File: src/rtl/sc_mult_sequencer_pkg.sv
// sc_pkg: shared types and constants for the stochastic multiply sequencer.
package sc_pkg;
    localparam int DEF_WIDTH = 8;
    localparam int SEED = 1;
    typedef enum logic [1:0] {IDLE, RUN, DONE} state_t;
    // Fibonacci feedback taps (bit n-1 for tap n), maximal length for each width
    function automatic logic [15:0] tap_mask(input int w);
        case (w)
            4:       return 16'h000C;
            5:       return 16'h0014;
            6:       return 16'h0030;
            7:       return 16'h0060;
            8:       return 16'h00B8;
            9:       return 16'h0110;
            10:      return 16'h0240;
            11:      return 16'h0500;
            12:      return 16'h0829;
            13:      return 16'h100D;
            14:      return 16'h2015;
            15:      return 16'h6000;
            default: return 16'hD008;
        endcase
    endfunction
endpackage

File: src/rtl/sc_mult_sequencer_if.sv
// sc_mult_sequencer_if: operand/result handshake bundle; stream taps exist only with SC_SEQ_STREAM_OUT_EN.
interface sc_mult_sequencer_if #(parameter int WIDTH = sc_pkg::DEF_WIDTH);
    logic in_valid, in_ready, abort, busy, out_valid, out_ready;
    logic [WIDTH-1:0] a_val, b_val, result, stream_len;
`ifdef SC_SEQ_STREAM_OUT_EN
    logic a_bit, b_bit, c_bit;
    modport master(output in_valid, a_val, b_val, abort, out_ready,
                   input in_ready, busy, out_valid, result, stream_len, a_bit, b_bit, c_bit);
    modport slave(input in_valid, a_val, b_val, abort, out_ready,
                  output in_ready, busy, out_valid, result, stream_len, a_bit, b_bit, c_bit);
`else
    modport master(output in_valid, a_val, b_val, abort, out_ready,
                   input in_ready, busy, out_valid, result, stream_len);
    modport slave(input in_valid, a_val, b_val, abort, out_ready,
                  output in_ready, busy, out_valid, result, stream_len);
`endif
endinterface

File: src/rtl/sc_mult_sequencer_lfsr.sv
// sc_lfsr: maximal-length Fibonacci LFSR, reloads the seed on load and steps on enable.
module sc_lfsr
    import sc_pkg::*;
#(
    parameter int WIDTH = DEF_WIDTH
) (
    input  logic             clk,
    input  logic             rst_n,
    input  logic             load,
    input  logic             enable,
    output logic [WIDTH-1:0] value
);
    localparam logic [WIDTH-1:0] MASK = WIDTH'(tap_mask(WIDTH));
    always_ff @(posedge clk)
        if (!rst_n || load) value <= WIDTH'(SEED);
        else if (enable) value <= {value[WIDTH-2:0], ^(value & MASK)};
endmodule

File: src/rtl/sc_mult_sequencer.sv
// sc_mult_sequencer: binary-in/binary-out stochastic multiplier sequencer over one L=2^WIDTH-1 stream period.
// Defining SC_SEQ_STREAM_OUT_EN exposes the a/b/c stream bits on the interface.
module sc_mult_sequencer
    import sc_pkg::*;
#(
    parameter int WIDTH = DEF_WIDTH
) (
    input logic                clk,
    input logic                rst_n,
    sc_mult_sequencer_if.slave bus
);
    localparam logic [WIDTH-1:0] L = '1;
    state_t state;
    logic [WIDTH-1:0] a_q, b_q, cnt, acc, lfsr;
    logic run, accept, a_s, b_s, c_s, last;
    assign run = state == RUN;
    assign accept = bus.in_valid & bus.in_ready;
    assign a_s = run & (lfsr <= a_q);
    assign b_s = run & (cnt <= b_q);
    assign c_s = a_s & b_s;
    assign last = cnt == L;
    assign bus.stream_len = L;
`ifdef SC_SEQ_STREAM_OUT_EN
    assign bus.a_bit = a_s;
    assign bus.b_bit = b_s;
    assign bus.c_bit = c_s;
`endif
    sc_lfsr #(.WIDTH(WIDTH)) u_lfsr (
        .clk   (clk),
        .rst_n (rst_n),
        .load  (accept),
        .enable(run),
        .value (lfsr)
    );
    // abort outranks out_ready, so a result seen together with abort is never handed over
    always_ff @(posedge clk)
        if (!rst_n) begin
            state         <= IDLE;
            bus.in_ready  <= 1'b0;
            bus.busy      <= 1'b0;
            bus.out_valid <= 1'b0;
            bus.result    <= '0;
            a_q           <= '0;
            b_q           <= '0;
            cnt           <= '0;
            acc           <= '0;
        end else if (state != IDLE && bus.abort) begin
            state         <= IDLE;
            bus.in_ready  <= 1'b1;
            bus.busy      <= 1'b0;
            bus.out_valid <= 1'b0;
        end else case (state)
            IDLE: begin
                bus.in_ready <= !accept;
                bus.busy     <= accept;
                if (accept) begin
                    state <= RUN;
                    a_q   <= bus.a_val;
                    b_q   <= bus.b_val;
                    cnt   <= WIDTH'(1);
                    acc   <= '0;
                end
            end
            RUN: begin
                acc <= acc + WIDTH'(c_s);
                cnt <= cnt + WIDTH'(1);
                if (last) begin
                    state         <= DONE;
                    bus.out_valid <= 1'b1;
                    bus.result    <= acc + WIDTH'(c_s);
                end
            end
            DONE:
                if (bus.out_ready) begin
                    state         <= IDLE;
                    bus.out_valid <= 1'b0;
                    bus.busy      <= 1'b0;
                    bus.in_ready  <= 1'b1;
                end
            default: state <= IDLE;
        endcase
endmodule

File: src/flat_wrapper.sv
// flat-port wrapper written by rule: the top's interface ports become plain ports
module sc_mult_sequencer_flat import sc_pkg::*;
#(
    parameter int WIDTH = DEF_WIDTH
)
  (clk, rst_n, bus_in_valid, bus_a_val, bus_b_val, bus_abort, bus_out_ready, bus_in_ready, bus_busy, bus_out_valid, bus_result, bus_stream_len);
  sc_mult_sequencer_if #(.WIDTH(WIDTH)) bus_i ();
  input logic clk;
  input logic rst_n;
  input wire logic [$bits(bus_i.in_valid)-1:0] bus_in_valid;
  input wire logic [$bits(bus_i.a_val)-1:0] bus_a_val;
  input wire logic [$bits(bus_i.b_val)-1:0] bus_b_val;
  input wire logic [$bits(bus_i.abort)-1:0] bus_abort;
  input wire logic [$bits(bus_i.out_ready)-1:0] bus_out_ready;
  output wire logic [$bits(bus_i.in_ready)-1:0] bus_in_ready;
  output wire logic [$bits(bus_i.busy)-1:0] bus_busy;
  output wire logic [$bits(bus_i.out_valid)-1:0] bus_out_valid;
  output wire logic [$bits(bus_i.result)-1:0] bus_result;
  output wire logic [$bits(bus_i.stream_len)-1:0] bus_stream_len;
  assign bus_i.in_valid = bus_in_valid;
  assign bus_i.a_val = bus_a_val;
  assign bus_i.b_val = bus_b_val;
  assign bus_i.abort = bus_abort;
  assign bus_i.out_ready = bus_out_ready;
  assign bus_in_ready = bus_i.in_ready;
  assign bus_busy = bus_i.busy;
  assign bus_out_valid = bus_i.out_valid;
  assign bus_result = bus_i.result;
  assign bus_stream_len = bus_i.stream_len;
  sc_mult_sequencer #(.WIDTH(WIDTH)) u_core (.clk(clk), .rst_n(rst_n), .bus(bus_i));
endmodule
File: config.mk
export PLATFORM = sky130hd
export DESIGN_NAME = sc_mult_sequencer_flat
export DESIGN_NICKNAME = d
export VERILOG_FILES = /design/src/rtl/sc_mult_sequencer_pkg.sv /design/src/rtl/sc_mult_sequencer_if.sv /design/src/rtl/sc_mult_sequencer_lfsr.sv /design/src/rtl/sc_mult_sequencer.sv /design/src/flat_wrapper.sv
export SDC_FILE = /design/constraint.sdc
export NUM_CORES = 1
export LEC_CHECK = 0
export ABC_AREA = 1
export BUFFER_PORTS_ARGS = -buffer_cell sky130_fd_sc_hd__buf_4
export CORE_ASPECT_RATIO = 0.9
export CORE_UTILIZATION = 49
export CTS_CLUSTER_DIAMETER = 60
export DETAILED_ROUTE_END_ITERATION = 8
export PLACE_DENSITY = 0.7
export SLEW_MARGIN = 5
export SYNTH_ARGS = -nofsm -noshare
export SYNTH_HDL_FRONTEND = slang
export SYNTH_HIERARCHICAL = 1
export SYNTH_SLANG_ARGS = --single-unit
File: constraint.sdc
create_clock -name clk -period 5.3 [get_ports clk]
set_input_delay 1.06 -clock clk [delete_from_list [all_inputs] [get_ports clk]]
set_output_delay 1.06 -clock clk [all_outputs]
set_load 0.05 [all_outputs]
## Yosys cells after proc, flatten, opt, wreduce, memory -nomap -nowiden

Cells that the tools add are included.

| word-level totals | value |
|---|---|
| flip-flop bits (word level) | 53 |
| output and inout port bits | 19 |
| word-level logic and storage cells | 61 |

| cells by class | value |
|---|---|
| add/subtract/negate cells | 2 |
| magnitude comparators | 2 |
| eq/ne operators | 7 |
| muxes and demuxes | 15 |
| bitwise operators | 6 |
| reductions and logical operators | 19 |

Operators with widths:

| cell | count |
|---|---|
| $pmux 8 s2 | 2 |
| $le 8x8->1 | 2 |
| $mux 8 | 2 |
| $reduce_and 3->1 | 5 |
| $add 8x1->8 | 1 |
| $add 8x1->8 const B | 1 |
| $eq 8x8->1 const B | 1 |
| $reduce_bool 2->1 | 4 |
| $reduce_xor 8->1 | 1 |
| $mux 2 | 3 |
| $pmux 1 s2 | 3 |
| $pmux 2 s3 | 1 |
| $and 1x1->1 | 4 |
| $mux 1 | 4 |
| $ne 2x2->1 const B | 2 |
| $reduce_and 2->1 | 2 |
| $ne 3x2->1 const B | 1 |
| $reduce_bool 3->1 | 1 |
| $eq 2x1->1 const B | 1 |
| $eq 2x2->1 const B | 1 |
| $logic_not 1->1 | 2 |
| $logic_not 2->1 | 1 |
| $ne 2x1->1 const B | 1 |
| $not 1->1 | 2 |
| 3 further kinds | 3 |

## Depth between registers and ports, before layout

Gate-level depths: netlist (run 1).

| logic depth | value |
|---|---|
| depth in word-level cells | 5 |
| mapped depth | 20 |
| mapped depth without buffers | 20 |

## Modules after synthesis

Netlist (run 1), hierarchy kept.

Modules (own cells, without submodules):

| module | times used | cells an instance | area an instance (µm²) | seq. area each (µm²) |
|---|---|---|---|---|
| sc_mult_sequencer | 1 | 313 | 2334.7 | 900.9 |
| sc_lfsr | 1 | 49 | 375.4 | 160.2 |

## Worst setup path after synthesis (run 1)

Ideal clock, no wire load.

| timing | value |
|---|---|
| path kind | reg2reg |
| start | reg u_core.b_q[7] |
| end | reg u_core.acc[6] |
| setup time | 70 ps |
| arrival time | 1967 ps |
| data required time | 5230 ps |
| slack | 3262 ps |
| stages on the path, launching flop included | 16 |
| clock period less this slack | 2038 ps |
| path through | dfxtp_1 -> inv_1 -> ha_1 -> nand2_1 -> nor2_1 -> nand3_1 -> nor2_1 -> a21oi_1 -> nor2_1 -> ha_1 -> ha_1 -> nand3_1 -> nor2_1 -> xor2_1 -> nand2_1 -> a21oi_1 |

| on the way | value |
|---|---|
| cells in the longest elaborated chain, start to end | 5 |

Ends and longest elaborated chain:

| item | RTL line | RTL |
|---|---|---|
| start, declared | sc_mult_sequencer.sv:14 | `logic [WIDTH-1:0] a_q, b_q, cnt, acc, lfsr;` |
| start signal, assigned | sc_mult_sequencer.sv:59 | `b_q <= bus.b_val;` |
| $le 8x8->1 | sc_mult_sequencer.sv:19 | `assign b_s = run & (cnt <= b_q);` |
| $and 1x1->1 | sc_mult_sequencer.sv:19 |  |
| $and 1x1->1 | sc_mult_sequencer.sv:20 | `assign c_s = a_s & b_s;` |
| $add 8x1->8 | sc_mult_sequencer.sv:65 | `acc <= acc + WIDTH'(c_s);` |
| $pmux 8 s2 | sc_mult_sequencer.sv:52 | `end else case (state)` |
| end signal, assigned | sc_mult_sequencer.sv:65 |  |
| end, declared | sc_mult_sequencer.sv:14 |  |

Every way passes these cells.
A chain may end at the register's enable or synchronous reset.

## Worst setup path after layout (run 1)

| timing | value |
|---|---|
| start | reg u_core.b_q[7] |
| end | reg u_core.bus.result[6] |

| on the way | value |
|---|---|
| cells in the longest elaborated chain, start to end | 4 |

Ends and longest elaborated chain:

| item | RTL line | RTL |
|---|---|---|
| $le 8x8->1 | sc_mult_sequencer.sv:19 |  |
| $and 1x1->1 | sc_mult_sequencer.sv:19 |  |
| $and 1x1->1 | sc_mult_sequencer.sv:20 |  |
| $add 8x1->8 | sc_mult_sequencer.sv:70 | `bus.result <= acc + WIDTH'(c_s);` |
| end signal, assigned | sc_mult_sequencer.sv:70 |  |
| end, declared | sc_mult_sequencer_if.sv:15 | `output in_ready, busy, out_valid, result, stream_len);` |

Every way passes these cells.

==> run_results.csv, run 1 <==
group,metric,value,unit
status,status,"complete, no violations",
cells_and_area,stdcell_count,459,
timing,fin_setup_tns,0,ps
placement,gp_congestion,0.859,
floorplan,rows,25,
synth,ys_warn_count,6,
power,p_leak,1.34,nW
hold_path,hp-start,"u_core/b_q[7]$_SDFFE_PN0P_",
cells_and_area,design_area,3040,sq um
setup_path,crit_chain,"inv_1 > ha_1 > nand2_1 > nor2_1 > nand3_1 > nor2_1 > a21oi_1 > nor2_1 > ha_1 > ha_1 > nand3_1 > nor2_1 > xor2_1 > nand2_1 > a21oi_1",
synth,synth-async-reset-ratio,0,%
cts,cts_max_level,2,
cells_and_area,n_antenna_cell,0,
cts,cts_sinks,53,
cts,insertion_delay,310,ps
timing,period_needed,2300,ps
synth,yosysMostFrequentCell,"nand2_1",
setup_path,r2r_start,"u_core/b_q[7]$_SDFFE_PN0P_",
synth,syn-cell-area,2710,sq um
floorplan,die_x,80.4,um
synth,syn-instance-count,362,
cells_and_area,nNetsFinal,432,
setup_path,required,5540,ps
timing,final.setup_skew,12.0,ps
synth,synth_largest_area_cell,"dfxtp_1",
synth,synth_cell_types,30,
timing,final_max_slew_viol_count,0,
cts,cts_resized,0,
detailed_routing,drt_wl_total,5.25,mm
setup_path,path_class,"register to register",
timing,setup_viol,0,
detailed_routing,remaining_drc_errors,0,
detailed_routing,dr.pass1.iters,4,
grt,antenna_found_initial,0,
placement,dpl-instance-area,2950,sq um
cells_and_area,syn2layout_area_growth,12.3,%
synth,synth_seq_cells,53,
grt,grt.overflow.total,0,
setup_path,cp_slowest_cell,"dfxtp_1",
synth,synth_common_cells,"nand2_1, dfxtp_1, a21oi_1",
floorplan,dieHeight,72.6,um
timing,hold_viol,0,
floorplan,start_util,51.3,%
cts,clk_pin_slew,90,ps
cts,cts-root-buf,"clkbuf_8",
synth,synth_ff_type,"dfxtp_1",
setup_path,cp.arrival,2540,ps
power,power_density,261,nW/um^2
grt,gr-usage-all-layers,19.9,%
timing,max_clock_freq,0.434,GHz
cts,cts_buffers,5,
floorplan,die_area,5830,sq um
setup_path,crit_top_cell,"nor2_1",
cells_and_area,num-fill-cells,514,
synth,syn_avg_cell_area,7.49,sq um
synth,synth_top_cell_area_share,39.2,%
floorplan,coreArea,5290,sq um
setup_path,crit_buf_inv,1,
cells_and_area,final_util,57.6,%
detailed_routing,vias_per_cell,4.99,
placement,dp.cells,452,
cts,cts_tree,"done",
floorplan,ios,40,
detailed_routing,vias,2289,
cts,clockBufferDepth,2,
grt,grt_pass1_vias,2090,
timing,rsz0062_at_grt,"false",
cts,ctsHoldBuffers,0,
flow_run,drv_cap,0,
detailed_routing,drt-initial-drc-count,50,
timing,min_period_over_period,43.5,%
setup_path,endpoint_kind,"register",
placement,hpwl,3.92,mm
setup_path,worstPathMaxFanout,2,
synth,synth_edf_count,0,
synth,ys_seq_area_share,39.2,%
detailed_routing,ant_nets,0,
placement,io_buffer_count,31,
grt,grt_pass1_wl,8.89,mm
grt,grt_max_degree,36,
setup_path,critPathTopFamily,"simple AND/OR/NAND/NOR gates",
hold_path,hold_path.class,"register to register",
cts,post_cts_buffers,0,
setup_path,worstSetupStartpoint,"u_core/b_q[7]$_SDFFE_PN0P_",
setup_path,max_stage_delay,320,ps
setup_path,crit_path_start_kind,"register",
detailed_routing,drt-wirelength-per-cell,11.4,um
power,ir_drop,0.000137,V
synth,synth_area_leaders,"dfxtp_1, nand2_1, a21oi_1, ha_1, inv_1",
cells_and_area,drive_gt1_share,15.3,%
## logic make-up (layout without fill, tap and decap cells)
group	after synthesis	in the layout	synth area share [%]
simple gates	140	140	22.8
compound gates	79	79	16.4
buf+inv	63	86	10.5
flops	53	53	39.2
fa+ha+maj	19	19	8.77
xor+xnor	7	7	2.26
other cells	1	8	0.138
## worst register-to-register path, cell delays in order (launching register included)
cell and delay (ps):
dfxtp_1 320, inv_1 50, ha_1 290, nand2_1 70, nor2_1 140, nand3_1 80, nor2_1 90, a21oi_1 50
nor2_1 110, ha_1 180, ha_1 200, nand3_1 120, nor2_1 140, xor2_1 200, nand2_1 70, a21oi_1 130
## worst paths after layout
path / endpoint / slack, ps / cells after the start
setup reg to reg: u_core/bus.result[6]$_SDFFE_PN0P_ / 3000 / 15
setup / recovery: u_core/bus.result[6]$_SDFFE_PN0P_ / 3000 / 15
hold / removal: u_core/b_q[7]$_SDFFE_PN0P_ / 460 / 2
hold reg to reg: u_core/b_q[7]$_SDFFE_PN0P_ / 460 / 2
## metrics by stage
stage	total power, W	hold WS [ps]	setup WS [ps]
6_report	0.000793	464	3000
5_1_grt	0.000838	475	2710
4_1_cts	0.000802	465	2980
3_5_place_dp	0.000570	453	3020
3_3_place_gp	0.000567	445	3090
2_1_floorplan	0.000542	435	3260
## flip-flops by register name, summed over array words and instances, names as in the netlist
signal / count
u_core/a_q: 8
u_core/acc: 8
u_core/b_q: 8
u_core/bus.result: 8
u_core/cnt: 8
u_core/u_lfsr/value: 8
u_core/state: 2
u_core/bus.busy: 1
u_core/bus.in_ready: 1
u_core/bus.out_valid: 1
## cell type report
cell class                 instances  area, sq um  area share, %
inverter                          48          185           6.09
clock buffer                       6         82.6           2.71
timing repair buffer              31          233           7.65
sequential                        53         1060           34.9
tap                               67         83.8           2.75
clock inverter                     1         7.51          0.247
multi-input combinational        253         1390           45.7
## layer usage
layer	global-route usage (%)	up-vias	part of all wire, %
met2	34.1	40	46
met1	24.4	1043	49
met3	5.53	7	4.1
met4	5.16	0	0.86
li1	-	1199	-
met5	0	-	0
## cell usage in the layout, fill, tap and decap left out
| master | netlist | final |
|---|---|---|
| inv_2 | 4 | 4 |
| conb_1 | 1 | 8 |
| o21bai_2 | 1 | 1 |
| o21ai_0 | 23 | 23 |
| nand3b_1 | 1 | 1 |
| o21a_1 | 1 | 1 |
| nor2_2 | 2 | 2 |
| nand2_2 | 1 | 1 |
| buf_4 | 9 | 31 |
| nand4_1 | 2 | 2 |
| nand2_4 | 2 | 2 |
| a21oi_1 | 48 | 48 |
| nor2_1 | 31 | 31 |
| clkinvlp_4 | 0 | 1 |
| clkbuf_8 | 0 | 6 |
| inv_4 | 2 | 2 |
| inv_1 | 42 | 42 |
| nand3_2 | 2 | 2 |
| nor2_4 | 1 | 1 |
| a211oi_2 | 5 | 5 |
| xor2_1 | 6 | 6 |
| nor2_8 | 1 | 1 |
| nand3_1 | 6 | 6 |
| nand2_8 | 1 | 1 |
| nand2_1 | 90 | 90 |
| a21o_1 | 1 | 1 |
| xnor2_1 | 1 | 1 |
| ha_1 | 19 | 19 |
| dfxtp_1 | 53 | 53 |
## power breakdown
part           total, W  switching [W]  internal (W)
registers      0.000425     0.00000957      0.000415
clock network  0.000233       0.000129      0.000104
logic          0.000135      0.0000886     0.0000467
total          0.000793       0.000227      0.000565
Power figures use the tool's default switching activity.
==> inputs of run 2 (changes only) <==
==> constraint.sdc (replaced) <==
create_clock -name clk -period 2.33 [get_ports clk]
set_input_delay 0.466 -clock clk [delete_from_list [all_inputs] [get_ports clk]]
set_output_delay 0.466 -clock clk [all_outputs]
set_load 0.05 [all_outputs]
==> run_results.csv, run 2 (synthesis gave the netlist of run 1 again) <==
group,metric,value,unit
grt,antenna_found_initial,0,
setup_path,cp.arrival,2430,ps
floorplan,dieHeight,72.6,um
floorplan,rows,25,
grt,grt.overflow.total,0,
detailed_routing,remaining_drc_errors,0,
hold_path,min_to,"u_core/state[1]$_SDFFE_PP0P_",
cells_and_area,syn2layout_area_growth,21.4,%
hold_path,holdPathStages,4,
setup_path,crit_path_start_kind,"register",
detailed_routing,vias,2325,
cts,cts_buffers,5,
cts,clockBufferDepth,2,
timing,hold_slack,432,ps
hold_path,hold_path.class,"input port to register",
timing,final.setup_skew,7.56,ps
detailed_routing,drt-wirelength-per-cell,12.0,um
cells_and_area,stdcell_count,467,
hold_path,hp-start,"bus_out_ready",
detailed_routing,vias_per_cell,4.98,
floorplan,die_x,80.4,um
placement,hpwl,3.97,mm
cts,cts_max_level,2,
cts,cts_sinks,53,
cts,insertion_delay,300,ps
setup_path,path_class,"register to register",
timing,min_period_over_period,94.4,%
placement,io_buffer_count,31,
setup_path,crit_buf_inv,1,
detailed_routing,drt-initial-drc-count,113,
cts,clk_pin_slew,90,ps
timing,final_max_slew_viol_count,0,
cells_and_area,nNetsFinal,439,
timing,hold_viol,0,
floorplan,die_area,5830,sq um
power,p_leak,1.39,nW
cells_and_area,final_common_cell,"nand2_1",
floorplan,ios,40,
setup_path,r2r_start,"u_core/b_q[6]$_SDFFE_PN0P_",
detailed_routing,drt_wl_total,5.60,mm
setup_path,crit_chain,"inv_1 > ha_1 > nand2_1 > nor2_2 > nand3_1 > nor2_1 > a21oi_1 > nor2_1 > ha_2 > ha_4 > nand3_4 > nor2_4 > xor2_2 > nand2_1 > a21oi_1",
power,power_density,555,nW/um^2
setup_path,regToRegEndpoint,"u_core/acc[6]$_SDFFE_PN0P_",
cts,cts-root-buf,"clkbuf_8",
setup_path,max_stage_delay,320,ps
detailed_routing,ant_nets,0,
timing,period_needed,2200,ps
setup_path,cp_slowest_cell,"dfxtp_1",
timing,setup_viol,0,
cells_and_area,final_cell_mix,"nand2_1, a21oi_1, dfxtp_1",
setup_path,endpoint_kind,"register",
power,ir_drop,0.000357,V
grt,gr-usage-all-layers,19.9,%
grt,grt_max_degree,36,
cells_and_area,drive_gt1_share,26.8,%
setup_path,worstPathMaxFanout,2,
setup_path,critPathTopFamily,"simple AND/OR/NAND/NOR gates",
placement,gp_congestion,0.857,
grt,grt_pass1_vias,2090,
floorplan,coreArea,5290,sq um
cells_and_area,n_antenna_cell,0,
floorplan,start_util,51.3,%
cells_and_area,final_util,62.2,%
status,status,"complete, no violations",
setup_path,required,2560,ps
setup_path,r2r_slack,130,ps
detailed_routing,dr.pass1.iters,4,
timing,max_clock_freq,0.455,GHz
placement,dp.cells,458,
cts,cts_tree,"done",
cts,ctsHoldBuffers,0,
flow_run,drv_cap,0,
grt,grt_pass1_wl,8.98,mm
setup_path,ff2ff_path_depth,15,
run 2: cell count changes in the layout (fill, tap and decap cells not counted), moves of 5 or more:
cell     delta
dfxtp_1    -13
dfxtp_2    +12
ha_1       -11
ha_4       +10
buf_4       +7
inv_1       -6
inv_2       +6
nor2_1      -5
run 2: worst max path at each step:
stage                                                    from                           endpoint  slack (ps)  cells after the start
final                              u_core/b_q[6]$_SDFFE_PN0P_         u_core/acc[6]$_SDFFE_PN0P_         130                     15
after global routing      u_core/u_lfsr/value[1]$_SDFFE_PP0P_         u_core/acc[6]$_SDFFE_PN0P_         -20                     17
after CTS                 u_core/u_lfsr/value[3]$_SDFFE_PP0P_         u_core/acc[6]$_SDFFE_PN0P_         0.2                     17
after detailed placement           u_core/b_q[7]$_SDFFE_PN0P_         u_core/acc[6]$_SDFFE_PN0P_          30                     15
after global placement             u_core/b_q[7]$_SDFFE_PN0P_  u_core/bus.result[6]$_SDFFE_PN0P_         120                     15
after floorplan                    u_core/b_q[7]$_SDFFE_PN0P_         u_core/acc[6]$_SDFFE_PN0P_         290                     15
run 2: tightest hold or removal path, stage by stage:
cell and delay (ps):
buf_4 90, inv_1 30, nand2_1 50, a21oi_1 60
run 2: metal layers:
| layer | vias up | GRT usage (%) | part of all wire [%] |
|---|---|---|---|
| met5 | - | 0 | 0 |
| met4 | 0 | 7.34 | 1.4 |
| met3 | 8 | 4.15 | 4.4 |
| met2 | 50 | 32.7 | 47 |
| met1 | 1052 | 25.7 | 47 |
| li1 | 1215 | - | - |
run 2: area by class of cell:
| class | instances | area (sq um) |
|---|---|---|
| tap | 67 | 83.8 |
| timing repair buffer | 38 | 285 |
| multi-input combinational | 253 | 1580 |
| sequential | 53 | 1080 |
| clock buffer | 8 | 80.1 |
| inverter | 48 | 185 |
| fill | 483 | 2000 |
run 2: where the power goes:
part / switching (W) / leakage [nW] / internal (W)
Clock: 0.000287 / 0.0395 / 0.000214
Sequential: 0.0000249 / 0.437 / 0.000946
Combinational: 0.000222 / 0.911 / 0.000130
run 2: what timing repair did:
action	in CTS	in global routing
setup buffers	0	1
hold endpoints to repair	0	0
pin swaps	5	17
setup endpoints to repair	1	10
gates resized for setup	3	43
run 2: stage by stage:
step           instance area (sq um)  setup WS [ps]  total power (W)  setup TNS, ps
2_1_floorplan                   2740            292          0.00123              0
3_3_place_gp                    3000            124          0.00130              0
3_5_place_dp                    3000           34.5          0.00131              0
4_1_cts                         3080          0.195          0.00181              0
5_1_grt                         3290          -17.5          0.00193          -33.4
6_report                        3290            131          0.00183              0
